--- src/rtl/count_enable_pkg.sv ---
// Shared definitions for the counter enable generator: enable-source modes and
// the button debounce state encoding.
package count_enable_pkg;

  localparam logic [1:0] MODE_HOLD = 2'b00;
  localparam logic [1:0] MODE_FREE = 2'b01;
  localparam logic [1:0] MODE_STEP = 2'b10;
  localparam logic [1:0] MODE_HELD = 2'b11;

  typedef enum logic [1:0] {
    IDLE         = 2'd0,
    PRESS_WAIT   = 2'd1,
    PRESSED      = 2'd2,
    RELEASE_WAIT = 2'd3
  } db_state_e;

endpackage

--- src/rtl/btn_debouncer.sv ---
// Two-flop synchroniser plus debounce FSM for a raw pushbutton; produces the
// clean level, a one-cycle press pulse, and their next-state values for the top.
module btn_debouncer
  import count_enable_pkg::*;
#(
  parameter int DB_CYCLES = 4
) (
  input  logic clk_i,
  input  logic rst_ni,
  input  logic btn_i,
  output logic btn_db_o,
  output logic press_o,
  output logic btn_db_next_o,
  output logic accept_o
);

  localparam int CNT_W = $clog2(DB_CYCLES + 1);
  // The transition into a WAIT state already counts as the first stable sample,
  // so a level is accepted on its DB_CYCLES-th consecutive synchronised sample.
  localparam logic [CNT_W-1:0] CNT_LAST = CNT_W'(DB_CYCLES > 1 ? DB_CYCLES - 1 : 1);

  logic             s1_q, s2_q;
  db_state_e        state_q, state_d;
  logic [CNT_W-1:0] cnt_q, cnt_d;
  logic             btn_db_q, btn_db_d;
  logic             press_q, press_d;

  always_comb begin
    state_d  = state_q;
    cnt_d    = cnt_q;
    btn_db_d = btn_db_q;
    press_d  = 1'b0;
    case (state_q)
      IDLE: begin
        if (s2_q) begin
          state_d = PRESS_WAIT;
          cnt_d   = CNT_W'(1);
        end
      end
      PRESS_WAIT: begin
        if (!s2_q) begin
          state_d = IDLE;
        end else if (cnt_q == CNT_LAST) begin
          state_d  = PRESSED;
          btn_db_d = 1'b1;
          press_d  = 1'b1;
        end else begin
          cnt_d = cnt_q + 1'b1;
        end
      end
      PRESSED: begin
        if (!s2_q) begin
          state_d = RELEASE_WAIT;
          cnt_d   = CNT_W'(1);
        end
      end
      RELEASE_WAIT: begin
        if (s2_q) begin
          state_d = PRESSED;
        end else if (cnt_q == CNT_LAST) begin
          state_d  = IDLE;
          btn_db_d = 1'b0;
        end else begin
          cnt_d = cnt_q + 1'b1;
        end
      end
      default: state_d = IDLE;
    endcase
  end

  always_ff @(posedge clk_i or negedge rst_ni) begin
    if (!rst_ni) begin
      s1_q     <= 1'b0;
      s2_q     <= 1'b0;
      state_q  <= IDLE;
      cnt_q    <= '0;
      btn_db_q <= 1'b0;
      press_q  <= 1'b0;
    end else begin
      s1_q     <= btn_i;
      s2_q     <= s1_q;
      state_q  <= state_d;
      cnt_q    <= cnt_d;
      btn_db_q <= btn_db_d;
      press_q  <= press_d;
    end
  end

  assign btn_db_o      = btn_db_q;
  assign press_o       = press_q;
  assign btn_db_next_o = btn_db_d;
  assign accept_o      = press_d;

endmodule

--- src/rtl/count_enable_gen.sv ---
// Count-enable source for the downstream 4-bit counter: hold, programmable
// prescaler tick, debounced single-step, or run-while-held.
module count_enable_gen
  import count_enable_pkg::*;
#(
  parameter int PRESCALE_W = 8,
  parameter int DB_CYCLES  = 4
) (
  input  logic                  clk,
  input  logic                  reset,
  input  logic [1:0]            mode,
  input  logic [PRESCALE_W-1:0] prescale,
  input  logic                  btn,
  output logic                  t,
  output logic                  btn_db,
  output logic                  press
);

  logic [PRESCALE_W-1:0] pcnt_q, pcnt_d;
  logic                  tick;
  logic                  t_q, t_d;
  logic                  db_next;
  logic                  accept;

  btn_debouncer #(
    .DB_CYCLES(DB_CYCLES)
  ) u_debouncer (
    .clk_i        (clk),
    .rst_ni       (reset),
    .btn_i        (btn),
    .btn_db_o     (btn_db),
    .press_o      (press),
    .btn_db_next_o(db_next),
    .accept_o     (accept)
  );

  // Greater-or-equal compare so shrinking prescale mid-run ticks immediately.
  always_comb begin
    tick   = 1'b0;
    pcnt_d = '0;
    if (mode == MODE_FREE) begin
      if (pcnt_q >= prescale) begin
        tick = 1'b1;
      end else begin
        pcnt_d = pcnt_q + 1'b1;
      end
    end
  end

  // Step and held sources use next-state values so t aligns with press/btn_db.
  always_comb begin
    t_d = 1'b0;
    case (mode)
      MODE_HOLD: t_d = 1'b0;
      MODE_FREE: t_d = tick;
      MODE_STEP: t_d = accept;
      MODE_HELD: t_d = db_next;
      default:   t_d = 1'b0;
    endcase
  end

  always_ff @(posedge clk or negedge reset) begin
    if (!reset) begin
      pcnt_q <= '0;
      t_q    <= 1'b0;
    end else begin
      pcnt_q <= pcnt_d;
      t_q    <= t_d;
    end
  end

  assign t = t_q;

endmodule

--- config.mk ---
export PLATFORM = sky130hd
export DESIGN_NAME = count_enable_gen
export DESIGN_NICKNAME = d
export VERILOG_FILES = /design/src/rtl/count_enable_pkg.sv /design/src/rtl/btn_debouncer.sv /design/src/rtl/count_enable_gen.sv
export SDC_FILE = /design/constraint.sdc
export NUM_CORES = 1
export LEC_CHECK = 0
export BUFFER_PORTS_ARGS = -buffer_cell sky130_fd_sc_hd__buf_2
export CAP_MARGIN = 25
export CORE_MARGIN = 8
export CORE_UTILIZATION = 28
export CTS_CLUSTER_DIAMETER = 50
export CTS_CLUSTER_SIZE = 25
export DETAILED_ROUTE_END_ITERATION = 7
export HOLD_SLACK_MARGIN = 0.1
export PLACE_DENSITY = 0.41
export SYNTH_ARGS = -nofsm -noshare
export SYNTH_HDL_FRONTEND = slang
export SYNTH_SLANG_ARGS = --single-unit
--- constraint.sdc ---
create_clock -name clk -period 2.11 [get_ports clk]
set_clock_uncertainty 0.15 [all_clocks]
set_input_delay 0.3165 -clock clk [delete_from_list [all_inputs] [get_ports clk]]
set_output_delay 0.3165 -clock clk [all_outputs]
set_load 0.005 [all_outputs]
==> results of run 1 <==
-- placed cells by master (no fill, tap or decap) --
master,count
sky130_fd_sc_hd__mux2_2,1
sky130_fd_sc_hd__a211oi_1,1
sky130_fd_sc_hd__nor2_1,11
sky130_fd_sc_hd__dfrtp_1,18
sky130_fd_sc_hd__xnor2_1,1
sky130_fd_sc_hd__clkbuf_4,3
sky130_fd_sc_hd__a22o_1,3
sky130_fd_sc_hd__o311ai_4,1
sky130_fd_sc_hd__dlygate4sd3_1,2
sky130_fd_sc_hd__inv_1,10
sky130_fd_sc_hd__xor2_1,5
sky130_fd_sc_hd__and3_1,3
sky130_fd_sc_hd__o31ai_1,2
sky130_fd_sc_hd__a2111oi_4,1
sky130_fd_sc_hd__nand2_1,5
sky130_fd_sc_hd__a21boi_0,1
sky130_fd_sc_hd__o21a_1,2
sky130_fd_sc_hd__nand4_1,3
sky130_fd_sc_hd__nand2b_4,1
sky130_fd_sc_hd__xnor2_2,1
sky130_fd_sc_hd__ha_1,11
sky130_fd_sc_hd__buf_2,15
sky130_fd_sc_hd__nand3_1,7
sky130_fd_sc_hd__nor2b_1,1
sky130_fd_sc_hd__a21oi_1,3
sky130_fd_sc_hd__o21ai_0,2
sky130_fd_sc_hd__a31oi_1,1
-- critical path: stages (launching register included) --
cell                        delay [ns]
sky130_fd_sc_hd__dfrtp_1          0.44
sky130_fd_sc_hd__inv_1            0.06
sky130_fd_sc_hd__ha_1             0.27
sky130_fd_sc_hd__nand2b_4         0.15
sky130_fd_sc_hd__a2111oi_4        0.42
sky130_fd_sc_hd__o311ai_4         0.21
sky130_fd_sc_hd__nor2_1           0.15
-- sequential cells by signal, indices dropped and copies added, names as in the netlist, named ones only --
| register | cells |
|---|---|
| t | 1 |
| u_debouncer.s2_q | 1 |
| u_debouncer.cnt_q | 3 |
| u_debouncer.s1_q | 1 |
| pcnt_q | 8 |
| u_debouncer.press_o | 1 |
| u_debouncer.btn_db_o | 1 |
| u_debouncer.state_q | 1 |
-- how the worst max path moves through the flow --
stage	end	cells past startpoint
6_report	pcnt_q[3]$_DFF_PN0_	6
5_1_grt	pcnt_q[3]$_DFF_PN0_	6
4_1_cts	pcnt_q[3]$_DFF_PN0_	6
3_5_place_dp	pcnt_q[3]$_DFF_PN0_	6
3_3_place_gp	pcnt_q[4]$_DFF_PN0_	6
2_1_floorplan	pcnt_q[2]$_DFF_PN0_	6
-- per-layer routing --
layer,up-vias,share of wire
met4,0,0.012
li1,376,-
met3,2,0.040
met5,-,0
met1,344,0.48
met2,11,0.46
-- power groups by stage --
stage                     clock (mW)  combinational (mW)  sequential (mW)
after floorplan                    0               0.222            0.443
after global placement             0               0.257            0.471
after detailed placement           0               0.264            0.470
after CTS                      0.180               0.267            0.465
after global routing           0.193               0.304            0.475
final                          0.168               0.261            0.464
-- cell type report --
cell class / count / area (um2) / area share
timing repair buffer: 17 / 95.1 / 0.0797
multi-input combinational: 67 / 527 / 0.442
inverter: 10 / 37.5 / 0.0315
sequential: 18 / 450 / 0.378
tap: 48 / 60.1 / 0.0504
clock buffer: 3 / 22.5 / 0.0189
-- logic make-up after synthesis --
| logic type | count (synthesis) | share of synthesized area |
|---|---|---|
| adders and majority gates | 11 | 0.134 |
| xor gates and xnor gates | 7 | 0.0672 |
| and+or+nand+nor | 31 | 0.149 |
| AOI/OAI and AO/OA | 17 | 0.153 |
| muxes | 1 | 0.0110 |
| buffers and inverters | 12 | 0.0452 |
| DFF | 18 | 0.440 |
-- timing repair --
action                                 CTS  global route
hold buffers                             2             0
endpoints found under the hold margin   19             0
buffers inserted                         0             0
-- stage by stage --
step / utilization / hold slack (ns) / cell area [um2]
after floorplan: - / -0.129 / 1020
after CTS: 0.333 / 0.188 / 1190
after global routing: 0.333 / 0.201 / 1190
final: 0.333 / 0.192 / 1190
after detailed placement: 0.321 / 0.130 / 1150
after global placement: 0.321 / 0.126 / 1150
-- Yosys cell counts, types with 2 or more instances --
master                    number
sky130_fd_sc_hd__inv_1        10
sky130_fd_sc_hd__o21a_1        2
sky130_fd_sc_hd__a22o_1        3
sky130_fd_sc_hd__nand4_1       3
sky130_fd_sc_hd__dfrtp_1      18
sky130_fd_sc_hd__o21ai_0       2
sky130_fd_sc_hd__and3_1        3
sky130_fd_sc_hd__a21oi_1       3
sky130_fd_sc_hd__nand3_1       7
sky130_fd_sc_hd__ha_1         11
sky130_fd_sc_hd__nor2_1       11
sky130_fd_sc_hd__nand2_1       5
sky130_fd_sc_hd__xor2_1        5
sky130_fd_sc_hd__o31ai_1       2
==> PnR_summary.wiki, run 1 <==
{| class="wikitable"
! Metric !! Value
|-
| Global-route met1 utilization || 0.0891
|-
| Worst reg2reg setup slack || 0.20 ns
|-
| Net Switching || 0.291 mW
|-
| Count of H-tree levels built during CTS || 1
|-
| # clock sinks || 18
|-
| Cell variety after synth || 26
|-
| Final TNS setup || 0 ns
|-
| # fillers || 389
|-
| Cell-internal power || 0.601 mW
|-
| Main synth FF type || sky130_fd_sc_hd__dfrtp_1
|-
| Cell row count || 22
|-
| Power per cell area || 749 nW/um2
|-
| Drt initial violations || 18
|-
| Category of the worst setup path capture point || flip-flop
|-
| CP startpoint kind || flip-flop
|-
| Max transition margin || 0.701
|-
| Clock tree from TritonCTS || done
|-
| DRC violation count after routing || 0
|-
| CTS-repair resized insts || 0
|-
| Die height || between 70 and 80 um
|-
| Final Hold Violating Endpoints || 0
|-
| Syn Area/Cell || 10.6 um2
|-
| Initial cell density of the core || 0.286
|-
| Outcome || completed
|-
| Layout area overhead || 16.5%
|-
| Crit path setup slack, layout || 0.198 ns
|-
| Required time of the worst setup path || 2.19 ns
|-
| Residual overflow from global routing || 0
|-
| Unrepaired setup endpoints after global routing || false
|-
| Number of vias per cell || 4.50
|-
| Final weighted congestion of routability-driven global placement || 0.723
|-
| Count of endpoints failing setup in the final report || 0
|-
| Share of synthesized area occupied by flip-flops and latches || 0.440
|-
| Cell taking the most area after synthesis || sky130_fd_sc_hd__dfrtp_1
|-
| First-pass GRT wire length || about 3700 um
|-
| Critical Path AT || 1.99 ns
|-
| Worst r2r path cells || 6
|-
| Worst skew pair latency || between 0.2 and 0.3 ns
|-
| Final routed wire length divided by cell count || 12.2 um
|-
| Maximum achievable frequency || 523 MHz
|-
| Sink of the worst hold path || pcnt_q[1]$_DFF_PN0_
|-
| Number of placed instances with taps included || 158
|-
| Master cell of the clock root buffer || sky130_fd_sc_hd__clkbuf_4
|-
| Die ar. || between 5000 and 6000 um2
|-
| Hold Path Depth || 3
|-
| Horizontal die dimension || 76.5 um
|-
| Initial antenna violation count || 0
|-
| Critical hold path startpoint || mode[0]
|-
| Min-delay worst type || in -> reg
|-
| Portion of total power attributed to sequential cells || 0.519
|-
| Async SR Flop Fraction || 1.00
|-
| Pwr Total || ~0.9 mW
|-
| Number of global-route vias before repair || 821
|-
| Warning count from the yosys run || 0
|-
| Vias || 733
|-
| Fraction of power consumed by the clock network || 0.189
|-
| Final Max Slew Viols || 0
|-
| Final critical-path required period || 1.91 ns
|-
| GR Util met2 || 0.126
|-
| Number of nets in the synthesized netlist || 121
|-
| Number of buffers inserted during clock tree synthesis || 3
|-
| Combinational group share of total power || 0.292
|-
| Critical path peak fanout || 8
|-
| Grt peak-use layer || met2
|-
| Mapped Cells || 97
|-
| Global Route Usage Sum || 0.0767
|-
| Setup crit start || pcnt_q[0]$_DFF_PN0_
|-
| Max-cap check violation count || 0
|-
| Remaining antenna violation count || 0
|-
| # nets final || 141
|-
| Final worst path period share || 0.906
|-
| Number of cells in the finished layout apart from fillers || 163
|-
| Core box area || 3580 um2
|-
| Top post-synthesis cells by area || sky130_fd_sc_hd__dfrtp_1 44%, sky130_fd_sc_hd__ha_1 13%, sky130_fd_sc_hd__xor2_1 4.3%
|-
| EDFF count, synth || 0
|-
| Clock edge transition at the registers on the reported setup and hold paths || ~0.10 ns
|-
| Top-level I/O count || 16
|-
| Port Buf Inserts || 15
|-
| Largest net degree at the start of global routing || 19
|-
| Met3 track demand over resource in global routing || 0.0307
|-
| Static leakage || 0.585 nW
|-
| Area share of the largest cell type after synthesis || 0.440
|-
| Setup Crit Path Kind || reg -> reg
|-
| Post-synthesis register bit count || 18
|-
| Post-synthesis instance area || just over 1000 um2
|-
| Total half-perimeter wirelength after legalization and detailed placement || 1530 um
|-
| Wirelength, routed || 1980 um
|-
| Fraction of layout instances using a drive strength above 1 || 0.200
|-
| Maximum buffer depth of the clock tree || 2
|-
| Sw frac || 0.326
|-
| Actual transition at the worst max-transition pin || 0.448 ns
|-
| Place WS || 0.197 ns
|-
| Reg-to-reg critical path startpoint || pcnt_q[0]$_DFF_PN0_
|-
| Worst R2R End || pcnt_q[3]$_DFF_PN0_
|-
| Max rail drop VDD || between 0.15 and 0.2 mV
|-
| Detailed-router iteration count before antenna repair || 4
|-
| Antenna cells || 0
|}
(Power assumes the default switching activity.)
==> inputs of run 2 (changes only) <==
- CORE_UTILIZATION: 28 -> 54
- PLACE_DENSITY: 0.41 -> 0.73
==> PnR_summary.wiki, run 2 (synthesis results as in run 1) <==
{| class="wikitable"
! Metric !! Value
|-
| Outcome || completed
|-
| Gate family responsible for the most delay along the worst path || compound AO/OA/AOI/OAI gates
|-
| Antenna cells || 0
|-
| Remaining antenna violation count || 0
|-
| Net Switching || ~0.29 mW
|-
| Min-delay worst type || in -> reg
|-
| Critical Path AT || 1.96 ns
|-
| Largest net degree at the start of global routing || 19
|-
| Layout area overhead || 13.7%
|-
| Port Buf Inserts || 15
|-
| Final Max Slew Viols || 0
|-
| Wirelength, routed || 1840 um
|-
| Final weighted congestion of routability-driven global placement || 0.779
|-
| Count of H-tree levels built during CTS || 1
|-
| Number of cells in the finished layout apart from fillers || 140
|-
| Sink of the worst hold path || pcnt_q[0]$_DFF_PN0_
|-
| Largest register FFs || 8
|-
| Number of placed instances with taps included || approximately 140
|-
| Drt initial violations || 12
|-
| Cell-internal power || about 0.60 mW
|-
| Power per cell area || 769 nW/um2
|-
| Core box area || 1760 um2
|-
| Worst-case hold slack || ~0.19 ns
|-
| Worst skew pair latency || 0.29 ns
|-
| First-pass GRT wire length || ~3200 um
|-
| Sw frac || 0.327
|-
| Setup Crit Path Kind || reg -> reg
|-
| Reg-to-reg critical path startpoint || pcnt_q[0]$_DFF_PN0_
|-
| Portion of total power attributed to sequential cells || 0.519
|-
| Detailed-router iteration count before antenna repair || 4
|-
| Number of buffers inserted during clock tree synthesis || 3
|-
| Initial cell density of the core || 0.580
|-
| Regs by FF count || pcnt_q x8, u_debouncer.cnt_q x3
|-
| Clock tree from TritonCTS || done
|-
| Worst reg2reg setup slack || 0.22 ns
|-
| # clock sinks || 18
|-
| Max rail drop VDD || 0.404 mV
|-
| Final Hold Violating Endpoints || 0
|-
| Residual overflow from global routing || 0
|-
| Fraction of power consumed by the clock network || 0.185
|-
| Fraction of layout instances using a drive strength above 1 || 0.200
|-
| Most flop-heavy register || pcnt_q
|-
| Hold Path Depth || 3
|-
| Vias || 744
|-
| # nets final || approximately 140
|-
| Actual transition at the worst max-transition pin || 0.425 ns
|-
| Combinational group share of total power || 0.295
|-
| Maximum buffer depth of the clock tree || 2
|-
| Max-cap check violation count || 0
|-
| Critical path peak fanout || 8
|-
| Global Route Usage Sum || 0.119
|-
| Number of global-route vias before repair || 768
|-
| Pwr Total || approximately 0.90 mW
|-
| Count of endpoints failing setup in the final report || 0
|-
| Final TNS setup || 0 ns
|-
| Horizontal die dimension || between 50 and 60 um
|-
| Static leakage || 0.585 nW
|-
| CP startpoint kind || flip-flop
|-
| Cell row count || 15
|-
| DRC violation count after routing || 0
|-
| Max transition margin || 0.716
|-
| Die height || a little under 60 um
|-
| # fillers || around 170
|-
| Final critical-path required period || around 1.9 ns
|-
| Maximum achievable frequency || approximately 530 MHz
|-
| Category of the worst setup path capture point || flip-flop
|-
| Most common cell after layout, fill and taps aside || sky130_fd_sc_hd__dfrtp_1
|-
| Initial antenna violation count || 0
|-
| Top-level I/O count || 16
|-
| Required time of the worst setup path || 2.18 ns
|-
| Crit path buffers/inverters || 1
|-
| Hold Buf Count CTS || 2
|-
| Number of setup buffers added after CTS || 0
|-
| Util after Layout || 0.660
|-
| Final routed wire length divided by cell count || between 10 and 15 um
|-
| Crit-path cells || inv_1 > ha_1 > nand2b_4 > a2111oi_4 > o311ai_4 > nor2_1
|-
| Die ar. || approximately 3500 um2
|-
| Total half-perimeter wirelength after legalization and detailed placement || 1460 um
|-
| Unrepaired setup endpoints after global routing || false
|-
| Master cell of the clock root buffer || sky130_fd_sc_hd__clkbuf_4
|-
| Largest stage delay on the critical path || roughly 0.44 ns
|-
| Worst R2R End || pcnt_q[4]$_DFF_PN0_
|-
| Number of vias per cell || 5.31
|-
| Final worst path period share || 0.896
|-
| Crit-path slowest cell || sky130_fd_sc_hd__dfrtp_1
|-
| Worst r2r path cells || 6
|-
| CTS-repair resized insts || 0
|-
| Commonest cells after routing, fill and taps aside || 18 x sky130_fd_sc_hd__dfrtp_1, 15 x sky130_fd_sc_hd__buf_2, 11 x sky130_fd_sc_hd__nor2_1, 11 x sky130_fd_sc_hd__ha_1, 10 x sky130_fd_sc_hd__inv_1
|-
| Clock edge transition at the registers on the reported setup and hold paths || 0.10 ns
|-
| Critical hold path startpoint || mode[0]
|}
==> run 2: worst max-delay path by stage <==
stage	startpoint	end	depth (start not counted)
2_1_floorplan	pcnt_q[0]$_DFF_PN0_	pcnt_q[2]$_DFF_PN0_	6
3_3_place_gp	pcnt_q[0]$_DFF_PN0_	pcnt_q[4]$_DFF_PN0_	6
3_5_place_dp	pcnt_q[0]$_DFF_PN0_	pcnt_q[4]$_DFF_PN0_	6
4_1_cts	pcnt_q[0]$_DFF_PN0_	pcnt_q[4]$_DFF_PN0_	6
5_1_grt	pcnt_q[0]$_DFF_PN0_	pcnt_q[4]$_DFF_PN0_	6
6_report	pcnt_q[0]$_DFF_PN0_	pcnt_q[4]$_DFF_PN0_	6
==> run 2: area by class of cell <==
| cell class | count | area [um2] | share of cell area |
|---|---|---|---|
| clock buffer | 3 | 22.5 | 0.0194 |
| timing repair buffer | 17 | 95.1 | 0.0817 |
| multi-input combinational | 67 | 527 | 0.453 |
| sequential | 18 | 450 | 0.387 |
| inverter | 10 | 37.5 | 0.0323 |
| tap | 25 | 31.3 | 0.0269 |
==> run 2: worst register-to-register path: stages, from the launching register on <==
cell                        delay, ns
sky130_fd_sc_hd__dfrtp_1         0.44
sky130_fd_sc_hd__inv_1           0.06
sky130_fd_sc_hd__ha_1            0.26
sky130_fd_sc_hd__nand2b_4        0.14
sky130_fd_sc_hd__a2111oi_4       0.41
sky130_fd_sc_hd__o311ai_4        0.21
sky130_fd_sc_hd__nor2_1          0.15
==> run 2: stage by stage <==
stage | instance area (um2) | setup slack (ns)
floorplan | 1020 | 0.361
global placement | 1120 | 0.280
detailed placement | 1120 | 0.217
CTS | 1160 | 0.202
global route | 1160 | 0.0869
finish | 1160 | 0.220
==> run 2: metal layers <==
| metal | vias up | wire [um] | track usage |
|---|---|---|---|
| met5 | - | 0 | 0 |
| met3 | 4 | 94 | 0.0369 |
| met2 | 10 | 916 | 0.199 |
| met1 | 354 | 791 | 0.135 |
| met4 | 0 | 33 | 0.0544 |
| li1 | 376 | - | - |
==> run 2: power by group through the flow <==
| stage | clock network (mW) | logic (mW) | registers [mW] |
|---|---|---|---|
| final | 0.166 | 0.264 | 0.465 |
| after global routing | 0.178 | 0.304 | 0.477 |
| after CTS | 0.172 | 0.267 | 0.465 |
| after detailed placement | 0 | 0.264 | 0.472 |
| after global placement | 0 | 0.248 | 0.468 |
| after floorplan | 0 | 0.222 | 0.443 |
==> inputs of run 3 (changes only) <==
- CORE_MARGIN: 8 -> 2
- CORE_UTILIZATION: 54 -> 45
- PLACE_DENSITY: 0.73 -> 0.62
==> PnR_summary.wiki, run 3 (synthesis results as in run 1) <==
{| class="wikitable"
! Metric !! Value
|-
| Max-cap check violation count || 0
|-
| Worst reg2reg setup slack || around 0.18 ns
|-
| Setup Crit Path Kind || reg -> reg
|-
| Final Hold Violating Endpoints || 0
|-
| Regs by FF count || pcnt_q x8, u_debouncer.cnt_q x3
|-
| Category of the worst setup path capture point || flip-flop
|-
| DRC violation count after routing || 0
|-
| Most common cell after layout, fill and taps aside || sky130_fd_sc_hd__dfrtp_1
|-
| Master cell of the clock root buffer || sky130_fd_sc_hd__clkbuf_4
|-
| Sequential cell area || ~450 um2
|-
| Area used by multi-input combinational logic || between 500 and 600 um2
|-
| Gate family responsible for the most delay along the worst path || compound AO/OA/AOI/OAI gates
|-
| Final TNS setup || 0 ns
|-
| CP startpoint kind || flip-flop
|-
| M1 WL || 780 um
|-
| # clock sinks || 18
|-
| Largest net degree at the start of global routing || 19
|-
| Maximum buffer depth of the clock tree || 2
|-
| Static leakage || 0.592 nW
|-
| Maximum achievable frequency || about 520 MHz
|-
| Critical path peak fanout || 8
|-
| Core box area || 2190 um2
|-
| Most flop-heavy register || pcnt_q
|-
| Number of global-route vias before repair || between 700 and 800
|-
| Final routed wire length divided by cell count || 11.7 um
|-
| Util after Layout || 0.539
|-
| Post-detailed-placement cell area || 1120 um2
|-
| Residual overflow from global routing || 0
|-
| Initial antenna violation count || 0
|-
| Pwr Total || 0.932 mW
|-
| Global Route Usage Sum || 0.162
|-
| # fillers || 196
|-
| Count of endpoints failing setup in the final report || 0
|-
| Horizontal die dimension || 51.7 um
|-
| Largest stage delay on the critical path || between 0.4 and 0.5 ns
|-
| Die height || 51.7 um
|-
| CTS-repair resized insts || 0
|-
| Count of H-tree levels built during CTS || 1
|-
| Detailed-router iteration count before antenna repair || 4
|-
| Clock tree from TritonCTS || done
|-
| Clock edge transition at the registers on the reported setup and hold paths || 0.10 ns
|-
| Final worst path period share || 0.917
|-
| Power per cell area || 789 nW/um2
|-
| Met3 routed WL || 92 um
|-
| Cell row count || 17
|-
| Total met2 wirelength after detailed routing || 802 um
|-
| Commonest cells after routing, fill and taps aside || 18 x sky130_fd_sc_hd__dfrtp_1, 15 x sky130_fd_sc_hd__buf_2, 11 x sky130_fd_sc_hd__nor2_1, 11 x sky130_fd_sc_hd__ha_1, 10 x sky130_fd_sc_hd__inv_1
|-
| Remaining antenna violation count || 0
|-
| Total half-perimeter wirelength after legalization and detailed placement || 1360 um
|-
| Number of buffers inserted during clock tree synthesis || 3
|-
| Wirelength, routed || between 1500 and 2000 um
|-
| Crit-path slowest cell || sky130_fd_sc_hd__dfrtp_1
|-
| Outcome || completed
|-
| Max transition margin || 0.716
|-
| Crit path buffers/inverters || 1
|-
| Die ar. || 2670 um2
|-
| Number of vias per cell || 5.17
|-
| Worst skew pair latency || 0.29 ns
|-
| Place WS || 0.201 ns
|-
| Critical Path AT || 2.01 ns
|-
| Final critical-path required period || 1.93 ns
|-
| Fraction of layout instances using a drive strength above 1 || 0.207
|-
| Actual transition at the worst max-transition pin || 0.425 ns
|-
| Cell area after layout || roughly 1200 um2
|-
| Top-level I/O count || 16
|-
| First-pass GRT wire length || 3170 um
|-
| Antenna cells || 0
|-
| Final Max Slew Viols || 0
|-
| Crit path setup slack, layout || 0.175 ns
|-
| Port Buf Inserts || 15
|-
| Unrepaired setup endpoints after global routing || false
|-
| Max rail drop VDD || 0.654 mV
|-
| Final weighted congestion of routability-driven global placement || about 0.74
|-
| # nets final || 141
|-
| Required time of the worst setup path || between 2 and 2.5 ns
|-
| Crit-path cells || inv_1 > ha_1 > nand2b_4 > a2111oi_4 > o311ai_4 > nor2_1
|-
| Largest register FFs || 8
|-
| Vias || about 740
|-
| Number of setup buffers added after CTS || 0
|-
| Drt initial violations || 5
|-
| Min-delay worst type || in -> reg
|-
| Top routing layer used || met4
|-
| Layout area overhead || 15.4%
|-
| Initial cell density of the core || 0.467
|}
run 3: changes by cell type in the layout (fill, tap and decap cells not counted), sizes merged:
cell    change
clkbuf      +1
run 3: worst register-to-register path, delay by kind of cell, from the launching register on:
family                   cells  cell delay [ns]
buffers and inverters        1             0.07
flip-flops                   1             0.43
AO/OA/AOI/OAI                2             0.64
AND/OR/NAND/NOR              2             0.30
adder cells (fa/ha/maj)      1             0.28
run 3: path summary, 6_finish.rpt:
kind,startpoint,end,cells after the start
min in group asynchronous,reset,u_debouncer.state_q[0]$_DFFE_PN0P_,2
hold / removal,mode[0],pcnt_q[0]$_DFF_PN0_,3
hold reg to reg,u_debouncer.s1_q$_DFF_PN0_,u_debouncer.s2_q$_DFF_PN0_,0
setup reg to reg,pcnt_q[0]$_DFF_PN0_,pcnt_q[4]$_DFF_PN0_,6
max in group asynchronous,reset,pcnt_q[6]$_DFF_PN0_,2
setup / recovery,pcnt_q[0]$_DFF_PN0_,pcnt_q[4]$_DFF_PN0_,6
run 3: through the flow:
stage | std cells | hold slack (ns)
3_3_place_gp | 138 | 0.113
6_report | 144 | 0.204
2_1_floorplan | 97 | -0.129
3_5_place_dp | 138 | 0.112
5_1_grt | 144 | 0.194
4_1_cts | 144 | 0.199
run 3: power breakdown:
group | switching [mW] | leakage, nW | internal (mW)
sequential | 0.0637 | 0.231 | 0.400
combinational | 0.128 | 0.340 | 0.136
clock | 0.0993 | 0.0210 | 0.105
total | 0.291 | 0.592 | 0.641
run 3: layout make-up:
type	count	area share
Multi-Input combinational cell	67	0.446
Tap cell	28	0.0297
Inverter	10	0.0318
Sequential cell	18	0.381
Timing Repair Buffer	17	0.0805
Clock buffer	4	0.0307
run 3: repair_timing:
item,CTS,global route
hold buffers,2,0
endpoints found under the hold margin,19,0
setup endpoints to repair,0,0
run 3: routing by layer:
metal / up-vias / track usage
met2: 16 / 0.280
met5: - / 0
met3: 2 / 0.0603
met1: 348 / 0.196
li1: 378 / -
met4: 0 / 0.0263
